==> src/rtl/clock_pkg.sv <==
// rtl/clock_pkg.sv - shared keypad codes and key_scan FSM encoding
package clock_pkg;

    localparam int KEY_COUNT = 16;

    typedef enum logic [1:0] {
        ST_IDLE = 2'd0,
        ST_ONE  = 2'd1,
        ST_MANY = 2'd2
    } key_state_e;

    // Scan index row*4+col to the legend printed on the Pmod KYPD
    function automatic logic [3:0] kypd_legend(input logic [3:0] idx);
        case (idx)
            4'd0:    return 4'h1;
            4'd1:    return 4'h2;
            4'd2:    return 4'h3;
            4'd3:    return 4'hA;
            4'd4:    return 4'h4;
            4'd5:    return 4'h5;
            4'd6:    return 4'h6;
            4'd7:    return 4'hB;
            4'd8:    return 4'h7;
            4'd9:    return 4'h8;
            4'd10:   return 4'h9;
            4'd11:   return 4'hC;
            4'd12:   return 4'h0;
            4'd13:   return 4'hF;
            4'd14:   return 4'hE;
            default: return 4'hD;
        endcase
    endfunction

    function automatic key_state_e key_class(input logic [KEY_COUNT-1:0] m);
        int cnt;
        cnt = $countones(m);
        if (cnt == 0)      return ST_IDLE;
        else if (cnt == 1) return ST_ONE;
        else               return ST_MANY;
    endfunction

    function automatic logic [3:0] key_index(input logic [KEY_COUNT-1:0] m);
        logic [3:0] idx;
        idx = 4'd0;
        for (int i = KEY_COUNT - 1; i >= 0; i--) begin
            if (m[i]) idx = 4'(i);
        end
        return idx;
    endfunction

endpackage

==> src/rtl/sync2.sv <==
// rtl/sync2.sv - two-flop synchronizer for asynchronous level inputs
module sync2 #(
    parameter int               WIDTH     = 4,
    parameter logic [WIDTH-1:0] RESET_VAL = '0
) (
    input  logic             clk_i,
    input  logic             rst_i,
    input  logic [WIDTH-1:0] d_i,
    output logic [WIDTH-1:0] q_o
);

    logic [WIDTH-1:0] meta_q;
    logic [WIDTH-1:0] sync_q;

    always_ff @(posedge clk_i) begin
        if (rst_i) begin
            meta_q <= RESET_VAL;
            sync_q <= RESET_VAL;
        end else begin
            meta_q <= d_i;
            sync_q <= meta_q;
        end
    end

    assign q_o = sync_q;

endmodule

==> src/rtl/key_scan.sv <==
// rtl/key_scan.sv - 4x4 keypad row scanner with frame debounce and single-key event FSM
module key_scan
    import clock_pkg::*;
#(
    parameter int SCAN_DIV  = 50000,
    parameter int DEB_SCANS = 16
) (
    input  logic       CLK,
    input  logic       RST,
    input  logic [3:0] nCOL,
    output logic [3:0] nROW,
    output logic [3:0] KEY,
    output logic       KEYVALID,
    output logic       KEYDOWN,
    output logic       MULTI
);

    localparam int             CW         = $clog2(SCAN_DIV);
    localparam logic [CW-1:0]  DWELL_LAST = CW'(SCAN_DIV - 1);
    localparam logic [7:0]     STABLE_MAX = 8'(DEB_SCANS);

    logic [3:0]    ncol_sync;
    logic [3:0]    col;
    logic [CW-1:0] dwell_q;
    logic [1:0]    row_q;
    logic [15:0]   snap_q;
    logic [15:0]   prev_q;
    logic [15:0]   accepted_q;
    logic [7:0]    stable_q;
    logic [7:0]    stable_d;
    logic          cmp_q;
    logic [3:0]    key_q;
    logic          keyvalid_q;
    logic          last_dwell;
    logic          accept;
    logic          pulse;
    key_state_e    snap_class;
    key_state_e    state_q;
    key_state_e    state_d;

    sync2 #(
        .WIDTH     (4),
        .RESET_VAL (4'hF)
    ) u_sync (
        .clk_i (CLK),
        .rst_i (RST),
        .d_i   (nCOL),
        .q_o   (ncol_sync)
    );

    assign col        = ~ncol_sync;
    assign last_dwell = (dwell_q == DWELL_LAST);
    assign nROW       = ~(4'b0001 << row_q);
    assign snap_class = key_class(snap_q);

    always_comb begin
        stable_d = 8'd1;
        if (snap_q == prev_q) begin
            stable_d = (stable_q >= STABLE_MAX) ? STABLE_MAX : stable_q + 8'd1;
        end
    end

    assign accept = cmp_q && (stable_d >= STABLE_MAX) && (snap_q != accepted_q);

    // cmp_q marks the cycle after row 3 is sampled, when the snapshot is complete
    always_ff @(posedge CLK) begin
        if (RST) begin
            dwell_q    <= '0;
            row_q      <= 2'd0;
            snap_q     <= '0;
            prev_q     <= '0;
            accepted_q <= '0;
            stable_q   <= '0;
            cmp_q      <= 1'b0;
            key_q      <= 4'd0;
            keyvalid_q <= 1'b0;
        end else begin
            keyvalid_q <= 1'b0;
            cmp_q      <= last_dwell && (row_q == 2'd3);
            if (last_dwell) begin
                dwell_q                    <= '0;
                row_q                      <= row_q + 2'd1;
                snap_q[{row_q, 2'b00} +: 4] <= col;
            end else begin
                dwell_q <= dwell_q + 1'b1;
            end
            if (cmp_q) begin
                stable_q <= stable_d;
                prev_q   <= snap_q;
            end
            if (accept) begin
                accepted_q <= snap_q;
                if (pulse) begin
                    key_q      <= key_index(snap_q);
                    keyvalid_q <= 1'b1;
                end
            end
        end
    end

    always_ff @(posedge CLK) begin
        if (RST) state_q <= ST_IDLE;
        else     state_q <= state_d;
    end

    // Leaving MANY for ONE stays silent so a chord release cannot fake a press
    always_comb begin
        state_d = state_q;
        pulse   = 1'b0;
        if (accept) begin
            state_d = snap_class;
            pulse   = (snap_class == ST_ONE) && (state_q != ST_MANY);
        end
    end

    always_comb begin
        KEYDOWN = (state_q == ST_ONE);
        MULTI   = (state_q == ST_MANY);
    end

    assign KEY      = key_q;
    assign KEYVALID = keyvalid_q;

endmodule

==> config.mk <==
export PLATFORM = sky130hd
export DESIGN_NAME = key_scan
export DESIGN_NICKNAME = d
export VERILOG_FILES = /design/src/rtl/clock_pkg.sv /design/src/rtl/sync2.sv /design/src/rtl/key_scan.sv
export SDC_FILE = /design/constraint.sdc
export NUM_CORES = 1
export LEC_CHECK = 0
export ABC_AREA = 1
export BUFFER_PORTS_ARGS = -buffer_cell sky130_fd_sc_hd__buf_2
export CORE_MARGIN = 2
export CORE_UTILIZATION = 28
export DETAILED_ROUTE_END_ITERATION = 10
export PLACE_DENSITY = 0.46
export SLEW_MARGIN = 5
export SYNTH_ARGS = -nofsm -noshare
export SYNTH_HDL_FRONTEND = slang
export SYNTH_HIERARCHICAL = 1
export SYNTH_SLANG_ARGS = --single-unit
==> constraint.sdc <==
create_clock -name CLK -period 14.1 [get_ports CLK]
set_clock_uncertainty 0.15 [all_clocks]
set_input_delay 1.41 -clock CLK [delete_from_list [all_inputs] [get_ports CLK]]
set_output_delay 1.41 -clock CLK [all_outputs]
set_load 0.005 [all_outputs]
# [Yosys cells after proc, flatten, opt, wreduce, memory -nomap -nowiden]
# Cells that the tools add are included.
[classes] eq_ne=9 n_lt_le_gt_ge=2 n_addsub=19 n_shift=3 bitwise_logic=3 mux=23 n_reduce_logical=8
[op_table] operator="$mux 4" count=16
[op_table] operator="$logic_not 32->1" count=1
[op_table] operator="$add 1x1->2" count=8
[op_table] operator="$add 16x1->16 const B" count=1
[op_table] operator="$bwmux 16" count=1
[op_table] operator="$eq 16x16->1" count=1
[op_table] operator="$eq 16x16->1 const B" count=1
[op_table] operator="$ge 8x5->1 const B" count=2
[op_table] operator="$mux 8" count=2
[op_table] operator="$ne 16x16->1" count=1
[op_table] operator="$shift 4x6->16 const A" count=1
[op_table] operator="$shiftx 4x6->16" count=1
[op_table] operator="$add 2x2->3" count=4
[op_table] operator="$add 3x3->4" count=2
[op_table] operator="$add 8x1->8 const B" count=1
[op_table] operator="$not 4->4" count=2
[op_table] operator="$neg 4->6" count=1
[op_table] operator="$add 4x4->5" count=1
[op_table] operator="$eq 5x1->1 const B" count=1
[op_table] operator="$eq 2x1->1 const B" count=2
[op_table] operator="$eq 2x2->1 const B" count=2
[op_table] operator="$logic_and 1x1->1" count=4
[op_table] operator="$mux 2" count=2
[op_table] operator="$reduce_or 2->1" count=2
[op_table] operator="other kinds (6)" count=7
[word_totals] output_inout_bits=11 reg_bits=90 inputBits=6 elab_cells=79

# [Logic depth before layout (Yosys ltp)]
[logic_depth] word_depth=16 mapped_depth=17 ltp_nobuf=17

# [By module]
# The synthesis kept the hierarchy.
[modules_own_cells] module="key_scan" seq_area_each_um2=1641.6 area_each_um2=4137.7 cells_each=542 n_inst=1
[modules_own_cells] module="sync2" seq_area_each_um2=160.2 area_each_um2=224.0 cells_each=25 n_inst=1

# [Worst setup path before layout]
# Ideal clock, no wire load.
[synth_timing] path_type="flip-flop to flip-flop" start="register snap_q[5]" end="register key_q[1], in the netlist KEY[1]" setup_slack_ns=9.651 synth_period_minus_slack_ns=4.449 required_time_ns=13.880 arrival_ns=4.228 path_buffers=0 setup_ns=0.070 stages_incl_launch_ff=17 path_cell_list="dfxtp_1 > inv_1 > fa_1 > inv_1 > fa_1 > fa_1 > inv_1 > fa_1 > inv_1 > ha_1 > fa_1 > o21a_1 > nor4_1 > nand4_4 > clkinv_1 > nand2_1 > a21oi_1"
[synth_between] elab_chain_cells=11 word_cells_on_any_way=24 cone_classes="add/sub (4); order compare (1); eq/ne (4); mux (10); reduce/logical (5)"
[synth_lines] element="start: declaration" line="key_scan.sv:26" source="logic [15:0] snap_q;"
[synth_lines] element="start signal: indexed assignment" line="key_scan.sv:83" source="snap_q[{row_q, 2'b00} +: 4] <= col;"
[synth_lines] element="$add 1x1->2 (not written as such)" line="clock_pkg.sv:36" source="cnt = $countones(m);"
[synth_lines] element="$add 2x2->3 (not written as such)" line="clock_pkg.sv:36"
[synth_lines] element="$add 3x3->4 (not written as such)" line="clock_pkg.sv:36"
[synth_lines] element="$add 4x4->5 (not written as such)" line="clock_pkg.sv:36"
[synth_lines] element="$eq 5x1->1" line="clock_pkg.sv:38" source="else if (cnt == 1) return ST_ONE;"
[synth_lines] element="$mux 2" line="clock_pkg.sv:38"
[synth_lines] element="$mux 2" line="clock_pkg.sv:37" source="if (cnt == 0) return ST_IDLE;"
[synth_lines] element="$eq 2x1->1" line="key_scan.sv:112" source="pulse = (snap_class == ST_ONE) && (state_q != ST_MANY);"
[synth_lines] element="$logic_and 1x1->1" line="key_scan.sv:112"
[synth_lines] element="$mux 1" line="key_scan.sv:110" source="if (accept) begin"
[synth_lines] element="$reduce_and 2->1 (no line)"
[synth_lines] element="end signal: assignment" line="key_scan.sv:94" source="key_q <= key_index(snap_q);"
[synth_lines] element="end: declaration" line="key_scan.sv:32" source="logic [3:0] key_q;"
# Several ways; a longest one is shown, not always the timed one.
# A chain may end at the register's enable or synchronous reset.

# [Final worst setup path]
[layout_timing] start="register snap_q[5]" end="register key_q[0], in the netlist KEY[0]"
# The elaborated chain is that of the path after synthesis.

==> key figures <==
Outcome
  • Run status: finished clean

Yosys
  • EDFF count, synth: 0
  • Ys flop type: dfxtp_1
  • Synth Net Count: roughly 600
  • Syn Area/Cell: 7.69 um2
  • Leading area contributor after synthesis: dfxtp_1
  • Post-synth top cells: dfxtp_1, nand2_1, inv_1
  • Sequential fraction of the synthesis area: 41.3%
  • Synthesis Warnings: 6
  • Cell with the most instances after synthesis: dfxtp_1
  • Netlist cell types: 39
  • Yosys reg bits: 90
  • Async S/R FF share, synth: 0%
  • Synth top area share: 41.3%
  • Synth area leaders: dfxtp_1, a21oi_1, nand2_1
  • Post-synthesis cell area: 4360 um2
  • Gate Count Post-Synth: 567

Detailed routing
  • DR WL/cell: between 10 and 15 um
  • 1st-pass router iterations: 4
  • Routed WL: a little over 10 mm
  • 1st-iter DRT viols: 132
  • Routed Antenna Nets: 0
  • Via density: 4.54
  • Vias: ~3500
  • DRC viols: 0

Critical path
  • Crit-path max FO: 6
  • WP buf/inv: 4
  • Delay-heaviest family, CP: adder cells
  • RR Endpoint: KEY[0]$_SDFFE_PP0P_
  • Worst endpoint required time: 14.23 ns
  • Worst R2R Setup Slack: 9.33 ns
  • Crit path cell chain: inv_1 -> fa_1 -> inv_1 -> fa_1 -> fa_1 -> inv_1 -> fa_1 -> inv_1 -> ha_1 -> fa_1 -> o21a_1 -> nor4_1 -> nand4_4 -> nand2_1 -> nand2_1 -> a21oi_1
  • Worst R2R Start: snap_q[5]$_SDFFE_PP0P_
  • Critical Path Start Type: register
  • WP data arrival: 4.90 ns
  • CP most frequent cell: fa_1
  • Worst setup path category: register to register
  • Depth of the most critical reg-to-reg path: 16
  • Slowest CP cell: nor4_1
  • Setup crit end kind: register
  • Worst path max stage delay: 0.62 ns

Power and ir drop
  • Combinational fraction of design power: 1.5%
  • Internal power: 436 uW
  • Clock share of power: 51.2%
  • Switching part of the total power: ~20%
  • Switching power: roughly 110 uW
  • Power Density: approximately 110 nW/um2
  • Share of power burned in registers: 47.3%
  • Leak: 2.22 nW
  • IR drop worst, VDD: 0.0000632 V

STA
  • Final setup viols: 0
  • RSZ-0062 raised after global routing: false
  • Final critical-path required period: 4.77 ns
  • Fin. Hold Viols: 0
  • Worst-margin pin slew: 0.807 ns
  • Max-slew violations: 0
  • Crit share post-route: 33.8%
  • Rel. slew slack: ~46%
  • Peak Freq: 210 MHz
  • TNS Setup: 0 ns

Clock network
  • Post_cts resized: 0
  • CTS sink cnt: 90
  • Clock-pin transition on the worst setup and hold timing paths: 0.07 ns
  • CTS tree: done
  • Clk buf depth: 2
  • Num CTS Buffers: 9
  • CTS HTree Levels: 3
  • Post-CTS setup buffers: 0
  • Clock insertion delay at the later pin of the skew report: 0.35 ns
  • Root Buffer: clkbuf_16
  • Hold Buf Count CTS: 0

Global route
  • Met1 usage: approximately 18%
  • First-pass GRT wire length: 17.3 mm
  • Vias in the first global route: 3546
  • Overall routing resource usage: 13.3%
  • Initial antenna violation count: 0
  • GRT Max-Usage Layer: met2
  • Largest net degree at the start of global routing: 45
  • Met2 Use GR: 21.4%
  • Met3 Use GR: 2.74%
  • Gr ovfl total: 0

Cells and area
  • # diodes: 0
  • P&R area growth vs syn: 13.9%
  • Final Non-Filler Cells: 773
  • Final nets: 610
  • Share of layout cells above drive strength 1: slightly below 8%

Die
  • Initial Utilization: 28.7%
  • Rows: 45
  • Die X: 129 um
  • Die height: 129 um
  • Die Area: 16600 um2
  • IO Pins: 17
  • CORE AREA: 15200 um2

Hold path
  • Min-delay worst type: register to register
  • Hold Path End: u_sync/q_o[1]$_SDFF_PP1_
  • Hold Startpoint: u_sync/meta_q[1]$_SDFF_PP1_
  • Hold depth: 2

Flow run
  • Max-cap violations: 0

Placement
  • GP Congestion: around 0.80
  • DP HPWL: 7.30 mm
  • Cells after DPL: 758
  • Input/output buffers: 16
## layer usage
metal	vias to the layer above	wire, um
met2	45	4460
met1	1589	5170
met5	-	0
met4	0	111
li1	1870	-
met3	6	429
## cell usage in the layout, fill, tap and decap left out, drive strengths merged, types with 18 or more instances in the layout
master  instances
nand3          19
nor2           46
dfxtp          90
buf            18
inv            92
nand2          87
o21ai          42
xor2           22
a21oi          67
## power by group through the flow
stage	registers [mW]	clock network [mW]	logic, mW
finish	0.257	0.278	0.00808
global route	0.257	0.296	0.00931
CTS	0.257	0.286	0.00820
detailed placement	0.262	0	0.00821
global placement	0.262	0	0.00796
floorplan	0.262	0	0.00558
## cells by family (layout without fill, tap and decap cells)
| group | Yosys count | after routing | synth area share [%] |
|---|---|---|---|
| and+or+nand+nor | 189 | 189 | 19.6 |
| AOI/OAI and AO/OA | 132 | 132 | 16.4 |
| buffers and inverters | 109 | 127 | 9.61 |
| DFF | 90 | 90 | 41.3 |
| xor gates and xnor gates | 24 | 24 | 4.82 |
| adders and majority gates | 23 | 23 | 8.32 |
## tightest hold or removal path: cells and delay by family (launching register included)
| family | cells | cell delay [ns] |
|---|---|---|
| DFF | 1 | 0.31 |
| buffers and inverters | 1 | 0.03 |
| and+or+nand+nor | 1 | 0.05 |
## worst max path at each step
stage | slack, ns | endpoint | startpoint | cells after the start
detailed placement | 9.33 | KEY[0]$_SDFFE_PP0P_ | snap_q[5]$_SDFFE_PP0P_ | 16
CTS | 9.29 | KEY[0]$_SDFFE_PP0P_ | snap_q[5]$_SDFFE_PP0P_ | 16
global placement | 9.45 | KEY[0]$_SDFFE_PP0P_ | snap_q[5]$_SDFFE_PP0P_ | 16
global route | 9.02 | KEY[0]$_SDFFE_PP0P_ | snap_q[5]$_SDFFE_PP0P_ | 16
floorplan | 9.65 | KEY[1]$_SDFFE_PP0P_ | snap_q[5]$_SDFFE_PP0P_ | 16
finish | 9.33 | KEY[0]$_SDFFE_PP0P_ | snap_q[5]$_SDFFE_PP0P_ | 16
## final cells by class
cell class                      instances  area (um2)
Clock buffer                           11         243
Clock inverter                          4        98.8
Fill cell                            1619       10200
Inverter                               94         353
Multi-Input combinational cell        368        2140
Sequential cell                        90        1800
Tap cell                              188         235
Timing Repair Buffer                   18        95.1
## registers in the layout (all words and copies together), names as in the netlist, 2 cells and up
name / count
accepted_q: 16
dwell_q: 16
prev_q: 16
snap_q: 16
stable_q: 8
KEY: 4
u_sync/meta_q: 4
u_sync/q_o: 4
row_q: 2
state_q: 2
## stage by stage
stage	util (%)	worst slack, ns	cell area [um2]	hold slack (ns)	power, mW
after global routing	32.7	9.02	4970	0.280	0.562
after floorplan	-	9.65	4360	0.237	0.268
after global placement	30.4	9.45	4630	0.245	0.270
final	32.7	9.33	4970	0.260	0.543
after detailed placement	30.4	9.33	4630	0.245	0.271
after CTS	32.7	9.29	4970	0.260	0.550
(Power assumes the default switching activity.)
